--- src/rtl/multiplier_seq_controller.sv ---
// Sequencer for a nibble-serial multiplier built around one 4x4 multiplier.
// Walks every (A nibble, B nibble) pair with B as the inner loop, steering
// the operand muxes, the partial-product shifter and the accumulator.
// All outputs are decoded from registered state and counters only.
module multiplier_seq_controller #(
  parameter int WIDTH = 8,
  localparam int NIB  = WIDTH / 4,
  localparam int SELW = (NIB > 1) ? $clog2(NIB) : 1,
  localparam int SHW  = ((2 * NIB - 1) > 1) ? $clog2(2 * NIB - 1) : 1
) (
  input  logic            clk,
  input  logic            reset_a,
  input  logic            start,
  input  logic            abort,
  output logic [SELW-1:0] a_sel,
  output logic [SELW-1:0] b_sel,
  output logic [SHW-1:0]  shift_sel,
  output logic            clk_ena,
  output logic            sclr_n,
  output logic            done,
  output logic            busy,
  output logic            err,
  output logic [2:0]      state_out
);

  // Only whole-nibble operands between one and four bytes are supported.
  if ((WIDTH % 4 != 0) || (WIDTH < 8) || (WIDTH > 32)) begin : gBadWidth
    $error("multiplier_seq_controller: WIDTH must be a multiple of 4 in 8..32");
  end

  typedef enum logic [2:0] {
    IDLE  = 3'd0,
    CLEAR = 3'd1,
    CALC  = 3'd2,
    DONE  = 3'd3,
    ERR   = 3'd4
  } stateT;

  localparam logic [SELW-1:0] LAST = SELW'(NIB - 1);

  stateT           r_state;
  stateT           w_nextState;
  logic [SELW-1:0] r_i;
  logic [SELW-1:0] r_j;
  logic            w_lastCalc;

  assign w_lastCalc = (r_i == LAST) && (r_j == LAST);

  // State register; reset wins over every transition.
  always_ff @(posedge clk) begin
    if (reset_a) begin
      r_state <= IDLE;
    end else begin
      r_state <= w_nextState;
    end
  end

  // Nibble counters: held at zero outside CALC so CLEAR always starts them at
  // (0,0); j is the inner loop and carries into i when it wraps.
  always_ff @(posedge clk) begin
    if (reset_a || (r_state != CALC)) begin
      r_i <= '0;
      r_j <= '0;
    end else if (r_j == LAST) begin
      r_j <= '0;
      r_i <= (r_i == LAST) ? '0 : r_i + 1'b1;
    end else begin
      r_j <= r_j + 1'b1;
    end
  end

  // Next-state logic: abort beats start, and start outside IDLE is an error.
  always_comb begin
    w_nextState = r_state;
    case (r_state)
      IDLE: begin
        if (start && !abort) w_nextState = CLEAR;
      end
      CLEAR: begin
        if (abort)      w_nextState = IDLE;
        else if (start) w_nextState = ERR;
        else            w_nextState = CALC;
      end
      CALC: begin
        if (abort)           w_nextState = IDLE;
        else if (start)      w_nextState = ERR;
        else if (w_lastCalc) w_nextState = DONE;
      end
      DONE: begin
        if (abort)      w_nextState = IDLE;
        else if (start) w_nextState = ERR;
        else            w_nextState = IDLE;
      end
      ERR: begin
        if (abort) w_nextState = IDLE;
      end
      default: w_nextState = ERR;
    endcase
  end

  // Moore output decode; selects are forced to zero outside CALC.
  always_comb begin
    clk_ena   = 1'b0;
    sclr_n    = 1'b1;
    done      = 1'b0;
    busy      = 1'b0;
    err       = 1'b0;
    a_sel     = '0;
    b_sel     = '0;
    shift_sel = '0;
    case (r_state)
      CLEAR: begin
        clk_ena = 1'b1;
        sclr_n  = 1'b0;
        busy    = 1'b1;
      end
      CALC: begin
        clk_ena   = 1'b1;
        busy      = 1'b1;
        a_sel     = r_i;
        b_sel     = r_j;
        shift_sel = SHW'(r_i) + SHW'(r_j);
      end
      DONE: begin
        done = 1'b1;
      end
      ERR: begin
        err = 1'b1;
      end
      default: begin
      end
    endcase
  end

  assign state_out = r_state;

endmodule
--- config.mk ---
export PLATFORM = sky130hd
export DESIGN_NAME = multiplier_seq_controller
export DESIGN_NICKNAME = d
export VERILOG_FILES = /design/src/rtl/multiplier_seq_controller.sv
export SDC_FILE = /design/constraint.sdc
export NUM_CORES = 1
export LEC_CHECK = 0
export BUFFER_PORTS_ARGS = -buffer_cell sky130_fd_sc_hd__clkbuf_2
export CAP_MARGIN = 30
export CORE_AREA = 2 2 39 41
export CTS_BUF_LIST = sky130_fd_sc_hd__clkbuf_16
export DETAILED_ROUTE_END_ITERATION = 10
export DIE_AREA = 0 0 41 43
export MAX_ROUTING_LAYER = met4
export PLACE_DENSITY = 0.49
export SLEW_MARGIN = 20
export SYNTH_ARGS = -nofsm -noshare
export SYNTH_HDL_FRONTEND = slang
export SYNTH_SLANG_ARGS = --single-unit
--- constraint.sdc ---
create_clock -name clk -period 1.89 [get_ports clk]
set_input_delay 0.0945 -clock clk [delete_from_list [all_inputs] [get_ports clk]]
set_output_delay 0.0945 -clock clk [all_outputs]
set_load 0.01 [all_outputs]
==> summary.md, run 1 <==
The required time of the worst setup path was 1800 ps. Internal power comes to 0.000393 W. Per report_power, the combinational group accounts for 4.9% of the total.

Of the total power, the share spent switching nets is 17.0%. For this run, the number of Yosys warnings is 0. In this run the static leakage power is 0.218 nW. The share of synthesized area in the top cell type comes to 32.0%. The synthesis-to-layout area growth was 47.2%.

The launching element type of the critical path was a flip-flop. TritonCTS built the clock tree. The number of nets in the synthesized netlist is 38. The die width is 41 um, and the maximum number of pins on one net before global-route repair is 11. In the synthesized netlist the dominant register cell turns out to be sky130_fd_sc_hd__dfxtp_1. In the synthesized netlist the async set-or-reset flop fraction comes to 0%. The worst-path maximum fanout works out to 9. IR analysis of the VDD net gives a maximum drop of 0.447 mV. The final cycle utilization of the critical path is 79.8%, and the vias after detailed routing is 275. After global routing the overflow that remains totals 0. The number of buffers inserted by hold repair at cts was 0.

The flow ran to the end, and the final reports show no timing, DRC or antenna violations. The number of H-tree branching levels came out at 1. The logs give 234 for the number of global-route vias before repair and 22.6% for the initial standard-cell utilization of the core. The tools report the setup TNS as 0 ps. The clock latency at the later pin of the worst-skew pair is 230 ps. The path category of the worst min-delay check is in -> reg.

The setup skew after layout is 1.48 ps, and the area enclosed by the die boundary is 0.00176 sq mm. The clock transition time at the flip-flop clock pins of the worst setup and hold paths works out to 30 ps. Number of storage elements in the synthesis netlist: 5.

The root buffer cell chosen for the clock tree is sky130_fd_sc_hd__clkbuf_16. For this run, the top clock speed supported by timing is 663 MHz. Before antenna repair, the detailed router went through 2 iterations. The post-CTS setup-driven buffer insertion count is 0, and the number of resized instances in the post-cts repair step is 0.

Overall power consumption after layout is estimated at 0.000474 W. The clock passes through at most 2 buffers. The share of power burned in registers came out at 23.5%. The power density over the cells is 1030 mW/mm^2. In this run the tool buffered the top-level ports with 15 buffer cells. Cells with a size suffix above 1 make up 44.9% of the layout.

Measured against its own limit, the worst slew margin works out to 76.5%. Ranked by total cell area, the synthesized netlist is headed by sky130_fd_sc_hd__dfxtp_1 (32%), sky130_fd_sc_hd__and2_1 (10%), sky130_fd_sc_hd__nor3_2 (6.4%), sky130_fd_sc_hd__nand2b_1 (6.0%), sky130_fd_sc_hd__xnor2_1 (5.6%). For the worst setup path, the data arrival time is 1410 ps.

Number of max-slew violations in the final report: 0. Leaving out fill and tap cells, the most frequent cells in the layout are sky130_fd_sc_hd__clkbuf_2 (15), sky130_fd_sc_hd__and2_1 (5), sky130_fd_sc_hd__dfxtp_1 (5), sky130_fd_sc_hd__nand2b_1 (3), sky130_fd_sc_hd__clkbuf_16 (3). The vertical die dimension came out at 43 um. Fill cells in the final layout number 149. The initialized floorplan defines 14 standard-cell rows.

The number of violations of the max-capacitance limit is 0, and the residual DRC count is 0. First element of the critical path: state_out[0]. The run gives 0 as the number of failing setup endpoints in the final timing report. Yosys mapped a number of flops with a built-in enable equal to 0.

Setup repair after global routing left no endpoint under its margin. Standard cell with the maximum stage delay on the critical path: sky130_fd_sc_hd__or3b_2. In this run the remaining antenna-violating nets after routing total 0.

The cell type group with the largest total delay on the critical path is simple AND/OR/NAND/NOR gates. The sum of routed wire length over all layers was 620 um; the highest cell delay on the worst timing path was 490 ps. The tools report the launch point of the worst hold path as start. Traced cell by cell, the critical path runs through or3b_2, nand2_1, clkbuf_2.

Summed over all nets, the switching power comes to 0.0000808 W. The number of hold violations in the final report is 0. At the end of routability-driven placement, the weighted congestion stood at 0.639.

For this design, the sink count on the clock tree is 5. For this run, the post-layout net count is 55. The core area came out at 0.00138 sq mm. CTS buffer count: 3. The post-synthesis sequential area ratio is 32.0%. For the finished layout, the period the worst path requires is 1510 ps. Average cell area after synthesis: 9.48 sq um. In this run the cell area of the synthesized design comes to 313 sq um. Synthesis produced 33 cells. Number of buffers and inverters on the critical path: 1. The worst setup path is captured at an output port.

16 I/O pins were placed. The wire length of the first global-routing pass is 945 um. The startpoint identified for the worst register-to-register timing path is state_out[1]. The initial antenna violation count was 0.

The antenna diode count was 0. Across every metal layer, demand over resource in global routing totals 8.84%. Of the total power, the clock network draws 71.6%. The logs give 507 um for the HPWL reported at the end of detailed placement and 1 for the detailed router's first-iteration violation count. The library cell used most frequently in the layout, excluding fill and tap cells, is sky130_fd_sc_hd__clkbuf_2.

In this run, distinct cell masters in the synthesized netlist total 19. Routed wirelength normalized by instance count: 9.54 um. The setup path with the least slack is of type reg -> out. The slew at the pin closest to its max-slew limit was 352 ps. Dividing the detail-routed via count by the number of cells gives 4.23.

Of all cell types, the one taking the most synthesized area is sky130_fd_sc_hd__dfxtp_1.
[logic make-up (layout without fill, tap and decap cells)]
kind of cell	count (synthesis)	after routing	synth area share [%]
compound gates	2	2	5.20
simple gates	20	20	44.8
xor+xnor	2	2	5.60
buf+inv	3	19	8.40
flops	5	5	32.0
fa+ha+maj	1	1	4.00
[worst register-to-register path, stage by stage (launching register included)]
cell and delay (ps):
sky130_fd_sc_hd__dfxtp_1 470, sky130_fd_sc_hd__or3b_4 440, sky130_fd_sc_hd__nor3_2 160
[cells in the mapped netlist (2+ instances only)]
cell,number
sky130_fd_sc_hd__nand2b_1,3
sky130_fd_sc_hd__xnor2_1,2
sky130_fd_sc_hd__nor3b_1,2
sky130_fd_sc_hd__buf_4,2
sky130_fd_sc_hd__dfxtp_1,5
sky130_fd_sc_hd__nor3_2,2
sky130_fd_sc_hd__and2_1,5
[through the flow]
stage	hold WS, ps	worst slack (ps)	util, %	cell area (sq um)	cells
final	82.0	383	33.3	460	65
after global routing	94.4	270	33.3	460	65
after CTS	79.9	368	33.3	460	65
after detailed placement	316	609	27.6	382	61
after global placement	323	618	27.6	382	61
after floorplan	164	512	-	313	33
[routing by layer]
metal	routed length, um	GRT usage, %	vias to the layer above
li1	-	-	145
met4	0	10.0	0
met3	49	3.14	0
met2	276	9.38	10
met1	295	11.2	120
met5	0	-	-
[flip-flops by register name (all words and copies together) (netlist names)]
signal / cells
state_out: 3
r_j: 1
r_i: 1
[worst paths after layout]
path             endpoint  slack, ps  cells after the start
min          state_out[1]         80                      2
max                  busy        380                      3
min reg2reg           r_j        500                      1
max reg2reg           r_i        750                      2
[area by class of cell]
class / count / area [sq um] / share of cell area, %
Timing Repair Buffer: 15 / 75.1 / 16.3
Clock buffer: 3 / 75.1 / 16.3
Tap cell: 16 / 20.0 / 4.35
Clock inverter: 1 / 3.75 / 0.815
Sequential cell: 5 / 100 / 21.7
Multi-Input combinational cell: 25 / 186 / 40.5
[power groups by stage]
stage / sequential [W] / clock [W] / combinational (W)
detailed placement: 0.000113 / 0 / 0.0000239
CTS: 0.000111 / 0.000348 / 0.0000239
finish: 0.000111 / 0.000339 / 0.0000233
global placement: 0.000113 / 0 / 0.0000242
floorplan: 0.000111 / 0 / 0.0000167
global route: 0.000112 / 0.000355 / 0.0000260
(Power assumes the default switching activity.)
==> run 2: changes to the inputs <==
- ABC_AREA: unset -> 1
- PLACE_DENSITY: 0.49 -> 0.48
- clock period: 1.89 -> 1.6 ns (I/O delays scaled with it)
==> run 2 against run 1 <==
Critical path type unchanged. Sequential cell count did not move. Non-clock buffer count did not move. Register-to-register slack got worse by 130 ps. Clock-buffer cell count did not move. Routed wire length rose by 22%. Sequential share of layout area fell by 0.41 points. Clock power rose by 20%. Setup slack got worse by 21 ps. Via count rose by 21%. Final cell count rose by 22%.
==> summary.md, run 2 <==
For this run, the total global-route usage over all layers was measured as 10.4%. The run gives 303 sq um as the netlist area before placement. The number of failing setup endpoints in the final timing report was 0; the standard-cell row count was 14.

For the final layout net count, the log shows 69. The most used flip-flop cell after synthesis is sky130_fd_sc_hd__dfxtp_1. The maximum ir drop on the vdd rail is 0.384 mV, and the number of instances in the synthesized netlist is 45.

The capturing point of the worst reg2reg path was state_out[0]. The number of gates resized after CTS was 0. The standard cell with the maximum stage delay on the critical path is sky130_fd_sc_hd__dfxtp_1. The tools report the routability congestion estimate from global placement as 0.683.

The headroom to the max-slew limit is 84.8%, and the internal power component is 0.000479 W. Share of flip-flops with an asynchronous set or reset after synthesis: 0%. The placed instances occupy a cell area of 390 sq um. Synthesis produced a netlist with a net count of 50.

STA puts the critical path data required time at 1520 ps. In the synthesized netlist, the cells that appear most often are sky130_fd_sc_hd__inv_1 (8), sky130_fd_sc_hd__nor2_1 (7), sky130_fd_sc_hd__dfxtp_1 (5), sky130_fd_sc_hd__nand2_1 (5), sky130_fd_sc_hd__nand3_1 (5). The sequential cells in the finished layout cover a total of 100 sq um. Counting every sink on the clock net gives 5. Entering global routing, the biggest net connects 8 pins. The buffer depth of the longest clock path was 2. The clock reaches the later pin of the worst-skew pair after 230 ps. The first TritonRoute pass finished after 4 iterations. The detailed router's first-iteration violation count was 3; the cell depth of the worst hold path was 2. The detail route stage leaves a number of antenna-violating nets equal to 0. The total overflow left after global routing is 0. Top cell type's share of synthesized area: 33.1%.

At the pin with the least slew margin, the transition time is 227 ps. After clock tree synthesis, the clock-pin slew on the worst setup and hold paths is 30 ps. Of the synthesized area, sequential elements account for 33.1%. Counting flops with a built-in enable in the synthesized netlist gives 0.

STA classifies the critical path endpoint as an output port. The floorplan step defined a core boundary enclosing 0.00138 sq mm. Measured in cells, the most critical reg-to-reg path has a length of 6.

The tools report the number of max-slew violations in the final report as 0. Switching fraction of total power: 21.5%. During placement, the flow inserted port buffers numbering 15. In the routed layout, each cell is associated on average with a via count of 4.22. The number of hold violations in the final report is 0. For this design, the CTS-stage hold fixing added 0 buffers.

Number of H-tree branching levels: 1. The largest total area in the synthesized netlist belongs to sky130_fd_sc_hd__dfxtp_1. Max-cap violations in this run came to 0. Of all nets on the critical path, the largest fanout is 7. Most frequent standard cell in the layout excluding fill and tap cells: sky130_fd_sc_hd__clkbuf_2. The class of the most critical setup path was reg -> out. The number of storage elements in the synthesis netlist is 5, and the power density over the cells is 1300 mW/mm^2.

Cell with the most instances after synthesis: sky130_fd_sc_hd__inv_1. The clock network burns 66.9% of the power. The worst path uses 77.4% of the clock period. The tools report the initial antenna violation count as 0.

On the critical path the largest part of the delay comes from flip-flops. Fill cells in the final layout number 153. The run gives 0.00176 sq mm as the area enclosed by the die boundary. Counting distinct cell types in the post-synthesis netlist gives 16.

For this run, design rule violations remaining after detail routing come to 0. Origin of the critical flop-to-flop path: state_out[0]. In this run the most critical hold path is launched from reset_a. The die width is 41 um. Setup repair after global routing left no endpoint under its margin. Summing over every cut layer, the via total after detailed routing is 333. The run gives 620 ps as the worst-case register-to-register setup slack. The flow ran to the end, and the final reports show no timing, DRC or antenna violations.

The register with the most flip-flops in the layout has 3 of them. The vertical die dimension is 43 um. Summed over all layers, the routed wires come to 756 um. In the final layout, the share of cells above drive strength 1 is 36.5%. The data arrival time of the critical path is 1160 ps.

The wire length of the first global-routing pass was 1150 um. Number of buffers and inverters on the critical path: 2. For the finished layout, the period the worst path requires is 1240 ps. The count of pins on the block boundary is 16, and the synthesis-to-layout area growth is 55.0%. Combinational logic is responsible for 10.6% of the overall power.

The post-CTS setup-driven buffer insertion count came out at 0. After routing, the total negative slack on setup checks comes to 0 ps. Summed over all cells, the static leakage comes to 0.228 nW. For the final database, setup skew stands at 1.95 ps. Once detailed placement completed, the half-perimeter wirelength came to 613 um.

STA classifies the critical path startpoint as a flip-flop. The repair_antennas step left the layout with diodes totalling 0. Counting the buffers created by CTS gives 3. The library cells used most frequently in the layout, excluding fill and tap cells, are sky130_fd_sc_hd__clkbuf_2 (15), sky130_fd_sc_hd__inv_1 (9), sky130_fd_sc_hd__nor2_1 (7). Path category of the worst min-delay check: in -> reg. The endpoint of the worst hold-timing path was state_out[1]. The critical path goes through inv_2, nor2_4, nand2_2, nor2_1, clkbuf_2.

The initial standard-cell utilization of the core was 21.9%. The average cell area after synthesis is 6.73 sq um, and the power dissipated by switching net loads is 0.000131 W. For this run, the number of Yosys warnings is 0. CTS placed an instance of sky130_fd_sc_hd__clkbuf_16 at the clock tree root. On the worst path, the slowest cell contributes a delay of 390 ps.

Sorting the synthesized cells by area gives the leading types as sky130_fd_sc_hd__dfxtp_1 (33%), sky130_fd_sc_hd__inv_1 (9.9%), sky130_fd_sc_hd__nor2_1 (8.7%), sky130_fd_sc_hd__nand3_1 (8.3%), sky130_fd_sc_hd__nor3_1 (6.6%). In the final routed layout, each cell accounts on average for 9.57 um. Of the total power, registers draw 22.5%. The multi-input combinational cells in the finished layout cover a total of 161 sq um. TritonCTS built the clock tree. The finished cells cover 469 sq um. Timing would allow up to 807 MHz. The tools report the number of global-route vias before repair as 271.
-- run 2: cell count changes after synthesis, moves of 3 or more --
cell and delta:
sky130_fd_sc_hd__nand3_1 +5, sky130_fd_sc_hd__nand2b_1 -3, sky130_fd_sc_hd__nor3_1 +3, sky130_fd_sc_hd__nor2_1 +6, sky130_fd_sc_hd__nand2_1 +4, sky130_fd_sc_hd__inv_1 +8, sky130_fd_sc_hd__and2_1 -5
-- run 2: per-stage QoR --
step / setup slack [ps] / power [W] / util [%] / hold WS [ps] / cells
3_3_place_gp: 566 / 0.000206 / 28.2 / 340 / 75
6_report: 361 / 0.000610 / 33.9 / 99.4 / 79
4_1_cts: 347 / 0.000612 / 33.9 / 107 / 79
3_5_place_dp: 590 / 0.000205 / 28.2 / 340 / 75
5_1_grt: 260 / 0.000633 / 33.9 / 110 / 79
2_1_floorplan: 529 / 0.000182 / - / 147 / 45
-- run 2: cell type report --
| cell class | instances | share of cell area, % |
|---|---|---|
| sequential | 5 | 21.3 |
| tap | 16 | 4.27 |
| clock inverter | 1 | 0.800 |
| timing repair buffer | 15 | 16.0 |
| inverter | 9 | 7.20 |
| multi-input combinational | 30 | 34.4 |
| clock buffer | 3 | 16.0 |
-- run 2: logic make-up (layout without fill, tap and decap cells) --
family | Yosys count | count (layout) | share of synthesized area, %
flops | 5 | 5 | 33.1
simple gates | 26 | 26 | 41.7
fa+ha+maj | 1 | 1 | 4.13
xor+xnor | 1 | 1 | 2.89
buf+inv | 10 | 28 | 13.6
compound gates | 2 | 2 | 4.54
-- run 2: worst max path at each step --
stage / slack [ps] / end / depth (start not counted) / startpoint
final: 360 / a_sel / 5 / state_out[1]
after global routing: 260 / b_sel / 5 / state_out[1]
after CTS: 350 / shift_sel[0] / 5 / state_out[1]
after detailed placement: 590 / shift_sel[1] / 5 / state_out[1]
after global placement: 570 / shift_sel[1] / 5 / state_out[1]
after floorplan: 530 / clk_ena / 4 / state_out[2]
-- run 2: power by group through the flow --
stage | sequential, W | clock, W | combinational, W
finish | 0.000137 | 0.000408 | 0.0000647
detailed placement | 0.000139 | 0 | 0.0000656
global route | 0.000138 | 0.000421 | 0.0000749
floorplan | 0.000140 | 0 | 0.0000419
CTS | 0.000137 | 0.000409 | 0.0000659
global placement | 0.000139 | 0 | 0.0000663
-- run 2: worst register-to-register path, delay by kind of cell, from the launching register on --
family / cells / cell delay, ps
buffers and inverters: 1 / 40
DFF: 1 / 350
and+or+nand+nor: 5 / 500
-- run 2: metal layers --
layer  routed length (um)  GRT usage [%]  up-vias
li1                     -              -      179
met1                  342           12.5      136
met2                  322           12.8       16
met3                   76           4.71        2
met4                   14           8.00        0
met5                    0              -        -
